**src/rtl/mpsoc_trace_supervisor_pkg.sv**
```systemverilog
// Shared definitions for the MPSoC trace supervisor.
// Contents: simulation-control NOP encoding, NOP immediate codes,
// supervisor state enum, putc character record and a NOP decode helper.
// Optional putc path is enabled by macro TRACE_SUPERVISOR_PUTC_EN.
package mpsoc_trace_supervisor_pkg;

   // addi x0,x0,K with the immediate stripped: insn[19:0]
   localparam logic [19:0] NOP_OPCODE = 20'h00013;
   localparam logic [11:0] NOP_EXIT   = 12'd1;
   localparam logic [11:0] NOP_PUTC   = 12'd4;

   typedef enum logic [1:0] {
      ST_RUN,
      ST_DONE,
      ST_TIMEOUT
   } sup_state_t;

   // Core index is carried at a fixed 8-bit width and narrowed at the port.
   typedef struct packed {
      logic [7:0] core;
      logic [7:0] data;
   } char_rec_t;

   function automatic logic is_nop_k(input logic [31:0] insn, input logic [11:0] k);
      return (insn[19:0] == NOP_OPCODE) && (insn[31:20] == k);
   endfunction

endpackage

```
**src/rtl/mpsoc_trace_supervisor_fifo.sv**
```systemverilog
// Generic synchronous FIFO with full/empty flags, used for the putc
// character stream when TRACE_SUPERVISOR_PUTC_EN is defined.
// Ports:
//   clk, rst        clock, asynchronous active-high reset
//   i_push, i_wdata write request and data (accepted when not full, or
//                   when full and popping in the same cycle)
//   o_full          FIFO holds DEPTH entries
//   i_pop           read request (ignored when empty)
//   o_rdata         head entry (valid when !o_empty)
//   o_empty         FIFO holds no entries
module mpsoc_trace_supervisor_fifo
   import mpsoc_trace_supervisor_pkg::*;
#(
   parameter int unsigned WIDTH = 16,
   parameter int unsigned DEPTH = 8
) (
   input  logic             clk,
   input  logic             rst,
   input  logic             i_push,
   input  logic [WIDTH-1:0] i_wdata,
   output logic             o_full,
   input  logic             i_pop,
   output logic [WIDTH-1:0] o_rdata,
   output logic             o_empty
);

   localparam int unsigned AW = $clog2(DEPTH);

   logic [WIDTH-1:0] r_mem [DEPTH];
   logic [AW:0]      r_wp;
   logic [AW:0]      r_rp;
   logic             w_do_push;
   logic             w_do_pop;

   // Extra pointer MSB distinguishes full from empty when indices match.
   assign o_empty   = (r_wp == r_rp);
   assign o_full    = (r_wp[AW] != r_rp[AW]) && (r_wp[AW-1:0] == r_rp[AW-1:0]);
   assign w_do_pop  = i_pop && !o_empty;
   assign w_do_push = i_push && (!o_full || i_pop);
   assign o_rdata   = r_mem[r_rp[AW-1:0]];

   always_ff @(posedge clk or posedge rst) begin
      if (rst) begin
         r_wp <= '0;
         r_rp <= '0;
      end else begin
         if (w_do_push) r_wp <= r_wp + 1'b1;
         if (w_do_pop)  r_rp <= r_rp + 1'b1;
      end
   end

   always_ff @(posedge clk) begin
      if (w_do_push) r_mem[r_wp[AW-1:0]] <= i_wdata;
   end

endmodule

```
**src/rtl/mpsoc_trace_supervisor.sv**
```systemverilog
// Trace supervisor for NUM_CORES compute tiles. Per core it shadows x3,
// decodes simulation-control NOPs (exit, optionally putc) and latches the
// exit code; globally it counts cycles in RUN and runs a timeout watchdog.
// Optional putc character path: define TRACE_SUPERVISOR_PUTC_EN.
// Ports:
//   clk, rst         clock, asynchronous active-high reset
//   trace_*          per-core retirement bundle (valid, wben, wbreg, wbdata, insn)
//   timeout_limit    watchdog limit, 0 disables
//   terminated       sticky per-core exit flag
//   exit_code        per-core x3 value captured at exit
//   all_done         every core terminated (DONE state)
//   any_fail         some terminated core has a nonzero exit code
//   timeout          watchdog expired (TIMEOUT state)
//   cycle_count      saturating count of cycles spent in RUN
//   char_*           (macro only) putc stream with valid/ready, overflow flag
module mpsoc_trace_supervisor
   import mpsoc_trace_supervisor_pkg::*;
#(
   parameter int NUM_CORES  = 4,
   parameter int XLEN       = 32,
   parameter int CNT_W      = 32,
   parameter int FIFO_DEPTH = 8
) (
   input  logic                      clk,
   input  logic                      rst,
   input  logic [NUM_CORES-1:0]      trace_valid,
   input  logic [NUM_CORES-1:0]      trace_wben,
   input  logic [NUM_CORES*5-1:0]    trace_wbreg,
   input  logic [NUM_CORES*XLEN-1:0] trace_wbdata,
   input  logic [NUM_CORES*32-1:0]   trace_insn,
   input  logic [CNT_W-1:0]          timeout_limit,
   output logic [NUM_CORES-1:0]      terminated,
   output logic [NUM_CORES*XLEN-1:0] exit_code,
   output logic                      all_done,
   output logic                      any_fail,
   output logic                      timeout,
   output logic [CNT_W-1:0]          cycle_count
`ifdef TRACE_SUPERVISOR_PUTC_EN
   ,
   output logic                      char_valid,
   input  logic                      char_ready,
   output logic [7:0]                char_data,
   output logic [((NUM_CORES > 1) ? $clog2(NUM_CORES) : 1)-1:0] char_core,
   output logic                      char_overflow
`endif
);

   logic [NUM_CORES-1:0][XLEN-1:0] r_x3;
   logic [NUM_CORES-1:0][XLEN-1:0] r_exit;
   logic [NUM_CORES-1:0]           r_term;
   logic [NUM_CORES-1:0]           w_exit;
   logic [NUM_CORES-1:0]           w_x3_wr;
   sup_state_t                     r_state;
   sup_state_t                     w_state_nxt;
   logic [CNT_W-1:0]               r_cnt;
   logic [CNT_W-1:0]               w_cnt_nxt;
   logic                           w_all_next;
   logic                           w_fail;

   // ---------------- per-core decode ----------------
`ifdef TRACE_SUPERVISOR_PUTC_EN
   logic [NUM_CORES-1:0] w_putc;
`endif

   always_comb begin
      w_exit  = '0;
      w_x3_wr = '0;
`ifdef TRACE_SUPERVISOR_PUTC_EN
      w_putc  = '0;
`endif
      for (int unsigned i = 0; i < NUM_CORES; i++) begin
         // terminated cores are silenced entirely
         if (trace_valid[i] && !r_term[i]) begin
            w_x3_wr[i] = trace_wben[i] && (trace_wbreg[i*5 +: 5] == 5'd3);
            w_exit[i]  = is_nop_k(trace_insn[i*32 +: 32], NOP_EXIT);
`ifdef TRACE_SUPERVISOR_PUTC_EN
            w_putc[i]  = is_nop_k(trace_insn[i*32 +: 32], NOP_PUTC);
`endif
         end
      end
   end

   always_ff @(posedge clk or posedge rst) begin
      if (rst) begin
         r_x3   <= '0;
         r_exit <= '0;
         r_term <= '0;
      end else begin
         for (int unsigned i = 0; i < NUM_CORES; i++) begin
            if (w_x3_wr[i]) r_x3[i] <= trace_wbdata[i*XLEN +: XLEN];
            if (w_exit[i]) begin
               r_term[i] <= 1'b1;
               r_exit[i] <= r_x3[i];
            end
         end
      end
   end

   always_comb begin
      w_fail = 1'b0;
      for (int unsigned i = 0; i < NUM_CORES; i++) begin
         w_fail = w_fail | (r_term[i] && (r_exit[i] != '0));
      end
   end

   // ---------------- run / done / timeout FSM ----------------
   always_ff @(posedge clk or posedge rst) begin
      if (rst) begin
         r_state <= ST_RUN;
         r_cnt   <= '0;
      end else begin
         r_state <= w_state_nxt;
         r_cnt   <= w_cnt_nxt;
      end
   end

   // The watchdog is held off when this cycle's exits complete the set, so a
   // final exit coinciding with the limit still ends in DONE, never TIMEOUT.
   // The counter only advances on edges that stay in RUN.
   always_comb begin
      w_state_nxt = r_state;
      w_cnt_nxt   = r_cnt;
      w_all_next  = &(r_term | w_exit);
      case (r_state)
         ST_RUN: begin
            if (&r_term) begin
               w_state_nxt = ST_DONE;
            end else if ((timeout_limit != '0) && (r_cnt == timeout_limit) && !w_all_next) begin
               w_state_nxt = ST_TIMEOUT;
            end else if (r_cnt != '1) begin
               w_cnt_nxt = r_cnt + 1'b1;
            end
         end
         default: ;
      endcase
   end

   assign terminated  = r_term;
   assign exit_code   = r_exit;
   assign all_done    = (r_state == ST_DONE);
   assign timeout     = (r_state == ST_TIMEOUT);
   assign any_fail    = w_fail;
   assign cycle_count = r_cnt;

   // ---------------- optional putc path ----------------
`ifdef TRACE_SUPERVISOR_PUTC_EN
   localparam int unsigned CORE_W = (NUM_CORES > 1) ? $clog2(NUM_CORES) : 1;

   logic [NUM_CORES-1:0]        r_pend_v;
   logic [NUM_CORES-1:0][7:0]   r_pend_d;
   logic [CORE_W-1:0]           r_rr;
   logic                        r_ovf;
   logic                        w_gnt_v;
   logic [CORE_W-1:0]           w_gnt_idx;
   logic                        w_push;
   logic                        w_pop;
   logic                        w_full;
   logic                        w_empty;
   char_rec_t                   w_push_rec;
   char_rec_t                   w_head;

   // Round-robin: first pending core at or after the pointer.
   always_comb begin
      w_gnt_v   = 1'b0;
      w_gnt_idx = '0;
      for (int unsigned k = 0; k < NUM_CORES; k++) begin
         int unsigned idx;
         idx = (32'(r_rr) + k) % NUM_CORES;
         if (!w_gnt_v && r_pend_v[idx]) begin
            w_gnt_v   = 1'b1;
            w_gnt_idx = CORE_W'(idx);
         end
      end
   end

   assign w_push = w_gnt_v && !w_full;
   assign w_pop  = !w_empty && char_ready;

   always_comb begin
      w_push_rec      = '0;
      w_push_rec.core = 8'(w_gnt_idx);
      w_push_rec.data = r_pend_d[w_gnt_idx];
   end

   always_ff @(posedge clk or posedge rst) begin
      if (rst) begin
         r_pend_v <= '0;
         r_pend_d <= '0;
         r_rr     <= '0;
         r_ovf    <= 1'b0;
      end else begin
         for (int unsigned i = 0; i < NUM_CORES; i++) begin
            if (w_push && (32'(w_gnt_idx) == i)) r_pend_v[i] <= 1'b0;
            if (w_putc[i]) begin
               if (r_pend_v[i]) begin
                  r_ovf <= 1'b1;
               end else begin
                  r_pend_v[i] <= 1'b1;
                  r_pend_d[i] <= r_x3[i][7:0];
               end
            end
         end
         if (w_push) begin
            if (32'(w_gnt_idx) == NUM_CORES - 1) r_rr <= '0;
            else                                  r_rr <= w_gnt_idx + 1'b1;
         end
      end
   end

   mpsoc_trace_supervisor_fifo #(
      .WIDTH ($bits(char_rec_t)),
      .DEPTH (FIFO_DEPTH)
   ) u_fifo (
      .clk     (clk),
      .rst     (rst),
      .i_push  (w_push),
      .i_wdata (w_push_rec),
      .o_full  (w_full),
      .i_pop   (w_pop),
      .o_rdata (w_head),
      .o_empty (w_empty)
   );

   assign char_valid    = !w_empty;
   assign char_data     = w_head.data;
   assign char_core     = CORE_W'(w_head.core);
   assign char_overflow = r_ovf;
`endif

endmodule
```
**config.mk**
```make
export PLATFORM = sky130hd
export DESIGN_NAME = mpsoc_trace_supervisor
export DESIGN_NICKNAME = d
export VERILOG_FILES = /design/src/rtl/mpsoc_trace_supervisor_pkg.sv /design/src/rtl/mpsoc_trace_supervisor_fifo.sv /design/src/rtl/mpsoc_trace_supervisor.sv
export SDC_FILE = /design/constraint.sdc
export NUM_CORES = 1
export LEC_CHECK = 0
export CORE_AREA = 2 2 190 192
export DETAILED_ROUTE_END_ITERATION = 16
export DIE_AREA = 0 0 192 194
export PLACE_DENSITY = 0.66
export REMOVE_ABC_BUFFERS = 1
export SKIP_CTS_REPAIR_TIMING = 1
export SYNTH_ARGS = -nofsm -noshare
export SYNTH_HDL_FRONTEND = slang
export SYNTH_SLANG_ARGS = --single-unit
```
**constraint.sdc**
```tcl
create_clock -name clk -period 9.7 [get_ports clk]
set_clock_uncertainty 0.2 [all_clocks]
set_input_delay 1.94 -clock clk [delete_from_list [all_inputs] [get_ports clk]]
set_output_delay 1.94 -clock clk [all_outputs]
set_load 0.05 [all_outputs]
```
==> results of run 1 <==
[power breakdown]
group	internal, mW	switching (mW)	leakage [nW]	total, mW
sequential	1.30	0.0315	3.95	1.33
combinational	0.172	0.0704	3.87	0.243
clock	0.860	0.488	0.580	1.35
total	2.33	0.590	8.40	2.92
[cell type report]
type,count,area [um2],share of cell area
Timing Repair Buffer,493,4920,0.260
Clock buffer,46,967,0.0510
Clock inverter,14,231,0.0122
Multi-Input combinational cell,541,4880,0.257
Tap cell,461,577,0.0304
Inverter,4,22.5,0.00119
Sequential cell,294,7360,0.388
Antenna cell,2,5.00,0.000264
[routing by layer]
layer	wire length, um	global-route usage
met5	0	0
met4	926	0.0582
met3	2340	0.0378
met2	19000	0.352
met1	15200	0.240
[worst max-delay path, cell delays in order (launching register included)]
cell	delay (ns)
dfrtp_1	0.40
nor4_1	0.46
nand4_1	0.19
o21ai_0	0.61
nand4_1	0.20
clkdlybuf4s50_1	0.78
[flip-flops by register name, indices dropped and copies added, names as in the netlist]
signal       cells
exit_code      128
r_state          2
terminated       4
r_x3           128
cycle_count     32
[final timing paths]
| path | depth (start not counted) | start | to |
|---|---|---|---|
| setup / recovery | 5 | exit_code[40] | any_fail |
| hold / removal | 1 | r_x3[105] | exit_code[105] |
| setup reg to reg | 6 | cycle_count[17] | cycle_count[1] |
| hold reg to reg | 1 | r_x3[105] | exit_code[105] |
| max in group asynchronous | 3 | rst | r_x3[56] |
| min in group asynchronous | 2 | rst | r_x3[60] |
[cells in the final DEF (no fill, tap or decap), types with 2 or more instances in the layout]
master           count
and2_1               5
and3_1               3
and4_1               5
buf_4                8
bufinv_16            6
clkbuf_1             6
clkbuf_16           35
clkbuf_8             5
clkdlybuf4s50_1    484
clkinv_2             4
clkinvlp_4           3
dfrtp_1            294
diode_2              2
inv_1                3
mux2_2             256
nand2_1             14
nand3_1             11
nand4_1             38
nor2_1              12
nor2b_1              7
nor3_1              14
nor3_4               4
nor4_1              65
nor4b_1             22
o21ai_0              4
or2_2                5
xnor2_1             33
xor2_1              30
[stage by stage]
stage                     total power [mW]  setup slack (ns)  hold WS (ns)   util
after floorplan                       1.43            -0.559         0.264      -
after global placement                1.59              4.43         0.279  0.504
after detailed placement              1.60              4.47         0.287  0.504
after CTS                             2.96              4.32         0.300  0.538
after global routing                  3.04              4.31         0.313  0.538
final                                 2.92              4.44         0.295  0.538
[kinds of logic (layout without fill, tap and decap cells)]
kind of cell               after synthesis  after routing
and+or+nand+nor                        212            212
AOI/OAI and AO/OA                        8              8
buffers and inverters                   42            557
other                                    0              2
xor gates and xnor gates                63             63
adders and majority gates                1              1
DFF                                    294            294
muxes                                  257            257
==> impl_metrics.yaml, run 1 <==
clock_tree:
  numCtsBuffers: 34
  cts_root_buf: "clkbuf_16"
  cts_max_level: 2
  path_clk_slew_ns: 0.06
  cts.sinks: 294
  cts_tree: "built"
  clock_latency_ns: 0.49
  clockBufferDepth: 3
grt:
  antenna_found_initial: 2
  grt_overflow: 0
  grt_first_pass_wirelength_um: 57000
  grt_max_degree: 160
  grt_pass1_vias: 9917
  grt_usage: 0.197
logic_synthesis:
  syn_inst: 877
  yosys.area_share.adder: 0.00101
  synthXorXnorAreaFrac: 0.0446
  yosys.area.top_type: "dfrtp_1"
  ys_async_sr_fraction: 1.00
  yosysSeqAreaShare: 0.594
  ys.warnings.count: 0
  yosys.area_share.simple: 0.107
  synth.area.top_cells: "dfrtp_1 (59%), mux2_2 (23%), nor4_1 (3.3%), xnor2_1 (2.3%), xor2_1 (2.1%)"
  synthMuxAreaShare: 0.234
  ys_ff_latch: 294
  synth_edf_count: 0
  synthTopCellsByCount: "dfrtp_1 (294), mux2_2 (256), nor4_1 (65), nand4_1 (38), xnor2_1 (33)"
  synth_top_family_by_area: "multiplexers"
  synth.distinct_cells: 37
  netlist_area_mm2: 0.0124
  synth-compound-area-share: 0.00485
  synth.top_cell.area_share: 0.594
  synth.most_common_cell: "dfrtp_1"
  synth_area_per_cell_um2: 14.1
  ys.flop_type: "dfrtp_1"
die:
  die_area_mm2: 0.0372
  pin_count: 485
  core-area_mm2: 0.0352
  placementRows: 69
  die_w_um: 192
  start_util: 0.352
  die_y_um: 194
power_and_ir_drop:
  ir_drop_mv: 0.109
  power-per-cell-area_mw_per_mm2: 154
  p_leak_nw: 8.40
routing:
  dr.pass1.iters: 4
  vias: 9239
  via_per_inst: 4.98
  wl_per_cell_um: 20.2
  drtIter0Drc: 369
  drcViolationCount: 0
  ant_nets: 0
  drt-total-wl_um: 37500
setup_path:
  worstPathMaxFanout: 3
  cp-start-kind: "flip-flop"
  path_class: "reg -> out"
  cp.required_ns: 7.56
  reg2reg_slack_ns: 6.62
  crit_path_end_kind: "primary output"
  critical_path_arrival_ns: 3.12
timing:
  slew_headroom: 0.346
  rsz0062_at_grt: "false"
  fmax_ghz: 0.190
  finalCriticalPeriod_ns: 5.26
  tightest_slew_ns: 0.981
  fin_crit_sh: 0.542
  setup_violations: 0
  final.setup.tns_ns: 0
  maxSlewViolCount: 0
  hold_viol: 0
min_path:
  hp-class: "reg -> reg"
placed_design:
  dp_hpwl_um: 28400
  gp_congestion: 0.840
  portBuffers: 484
  dpl.cell_count: 1793
  placed_area_mm2: 0.0178
final_layout:
  postLayoutCellArea_mm2: 0.0190
  layout.nets: 1687
  fin_cells: 1855
  drive_gt1_frac: 0.240
  syn_to_final_growth_pct: 53.1
  nFillCells: 2996
outcome:
  outcome: "finished, final reports clean"
run:
  cap_violations: 0
Power figures use the tool's default switching activity.
==> run 2, diff against run 1 <==
Settings changed: CORE_AREA 2 2 190 192 to 2 2 187 189, DIE_AREA 0 0 192 194 to 0 0 189 191.
Clock period 9.7 ns to 5.1 ns, I/O delays scaled along.
==> impl_metrics.yaml, run 2 (synthesis results as in run 1) <==
outcome:
  outcome: "finished, final reports clean"
timing:
  tightest_slew_ns: 0.808
  finalCriticalPeriod_ns: 4.28
  hold_slack_ns: 0.297
  slew_headroom: 0.462
  final.setup.tns_ns: 0
  hold_viol: 0
  maxSlewViolCount: 0
  finalWorstSetupSlack_ns: 0.820
  fin_crit_sh: 0.839
  fmax_ghz: 0.234
  rsz0062_at_grt: "false"
  setup_violations: 0
setup_path:
  path_delay_family: "simple AND/OR/NAND/NOR gates"
  cp_slowest_stage_delay_ns: 0.77
  crit_buf_inv: 1
  cp.required_ns: 3.88
  worstPathMaxFanout: 3
  path_cells: "nor4_1 -> nand4_1 -> o21ai_0 -> nand4_1 -> clkdlybuf4s50_1"
  crit_path_end_kind: "primary output"
  critical_path_arrival_ns: 3.06
  reg2reg_from: "cycle_count[17]"
  cp_slowest_cell: "clkdlybuf4s50_1"
  timing.critical_path.mode_cell: "nand4_1"
  path_class: "reg -> out"
  critPathLaunch: "exit_code[109]"
  cp-start-kind: "flip-flop"
power_and_ir_drop:
  p_comb_frac: 0.085
  seqPwrFrac: 0.462
  swShare: 0.205
  p_leak_nw: 8.41
  ir_drop_mv: 0.223
  power.switching_mw: 1.12
  finalPower_mw: 5.48
  power_frac_clock: 0.454
  p_int_mw: 4.35
  power-per-cell-area_mw_per_mm2: 289
routing:
  drt-total-wl_um: 37900
  vias: 9219
  via_per_inst: 4.98
  drtIter0Drc: 407
  m1WireLength_um: 16000
  wl_met2_um: 18700
  ant_nets: 0
  wl_per_cell_um: 20.5
  dr_wl_met3_um: 2360
  drcViolationCount: 0
  dr.pass1.iters: 4
  top_layer: "met4"
grt:
  grt_pass1_vias: 9773
  antenna_found_initial: 0
  grt_usage: 0.205
  grt_overflow: 0
  grt_max_degree: 113
  grt_first_pass_wirelength_um: 57100
placed_design:
  portBuffers: 484
  dpl.cell_count: 1792
  placed_area_mm2: 0.0178
  gp_congestion: 0.829
  detailedPlace.worstSlack_ns: 1.11
  dp_hpwl_um: 28700
die:
  die_w_um: 189
  die_y_um: 191
  die_area_mm2: 0.0361
  core-area_mm2: 0.0341
  placementRows: 68
  start_util: 0.363
  pin_count: 485
clock_tree:
  cts_root_buf: "clkbuf_16"
  cts.sinks: 294
  path_clk_slew_ns: 0.06
  cts_max_level: 2
  clock_latency_ns: 0.50
  cts_tree: "built"
  clockBufferDepth: 3
  numCtsBuffers: 34
final_layout:
  final_util: 0.555
  syn_to_final_growth_pct: 53.0
  n_antenna_cell: 0
  layout.nets: 1692
  postLayoutCellArea_mm2: 0.0189
  final_common_cell: "clkdlybuf4s50_1"
  fin_cells: 1851
  drive_gt1_frac: 0.241
  final_cell_mix: "clkdlybuf4s50_1 (484), dfrtp_1 (294), mux2_2 (256)"
min_path:
  hp-class: "reg -> reg"
  min_from: "r_x3[78]"
run:
  cap_violations: 0
-- run 2: changes by cell type in the layout (fill, tap and decap cells not counted) --
| cell | before | now |
|---|---|---|
| diode_2 | 2 | 0 |
| inv_6 | 1 | 0 |
| bufinv_16 | 6 | 3 |
| clkbuf_1 | 6 | 7 |
| clkbuf_16 | 35 | 37 |
| and4_2 | 1 | 0 |
| clkinvlp_4 | 3 | 2 |
| buf_4 | 8 | 13 |
| clkbuf_8 | 5 | 6 |
| and4_1 | 5 | 6 |
-- run 2: layout make-up --
class | instances | area (um2)
clock buffers | 50 | 1030
clock inverters | 9 | 125
fillers | 2843 | 15200
inverters | 4 | 22.5
multi-input cells | 541 | 4880
flip-flops and latches | 294 | 7360
well taps | 455 | 569
repair buffers | 498 | 4960
-- run 2: final timing paths --
| kind | end | slack (ns) | depth (start not counted) |
|---|---|---|---|
| max in group asynchronous | r_x3[73] | 2.70 | 3 |
| min in group asynchronous | r_x3[44] | 0.86 | 2 |
| min reg2reg | exit_code[78] | 0.30 | 1 |
| min | exit_code[78] | 0.30 | 1 |
| max | any_fail | 0.82 | 5 |
| max reg2reg | cycle_count[1] | 2.02 | 6 |
-- run 2: power by group through the flow --
stage	clock network, mW	logic, mW	registers [mW]
finish	2.49	0.464	2.53
global route	2.64	0.505	2.54
CTS	2.55	0.472	2.53
detailed placement	0	0.470	2.57
global placement	0	0.460	2.56
floorplan	0	0.178	2.55
-- run 2: routing by layer --
layer	up-vias	GRT usage
met5	-	0
met4	0	0.0574
met3	52	0.0444
met2	304	0.351
met1	4608	0.261
li1	4255	-
-- run 2: worst register-to-register path, cell delays in order, from the launching register on --
cell and delay (ns):
dfrtp_1 0.52, nand4_1 0.20, or4b_1 0.52, or4_1 0.67, nand2_2 0.39, nor2_1 0.15
mux2_4 0.32
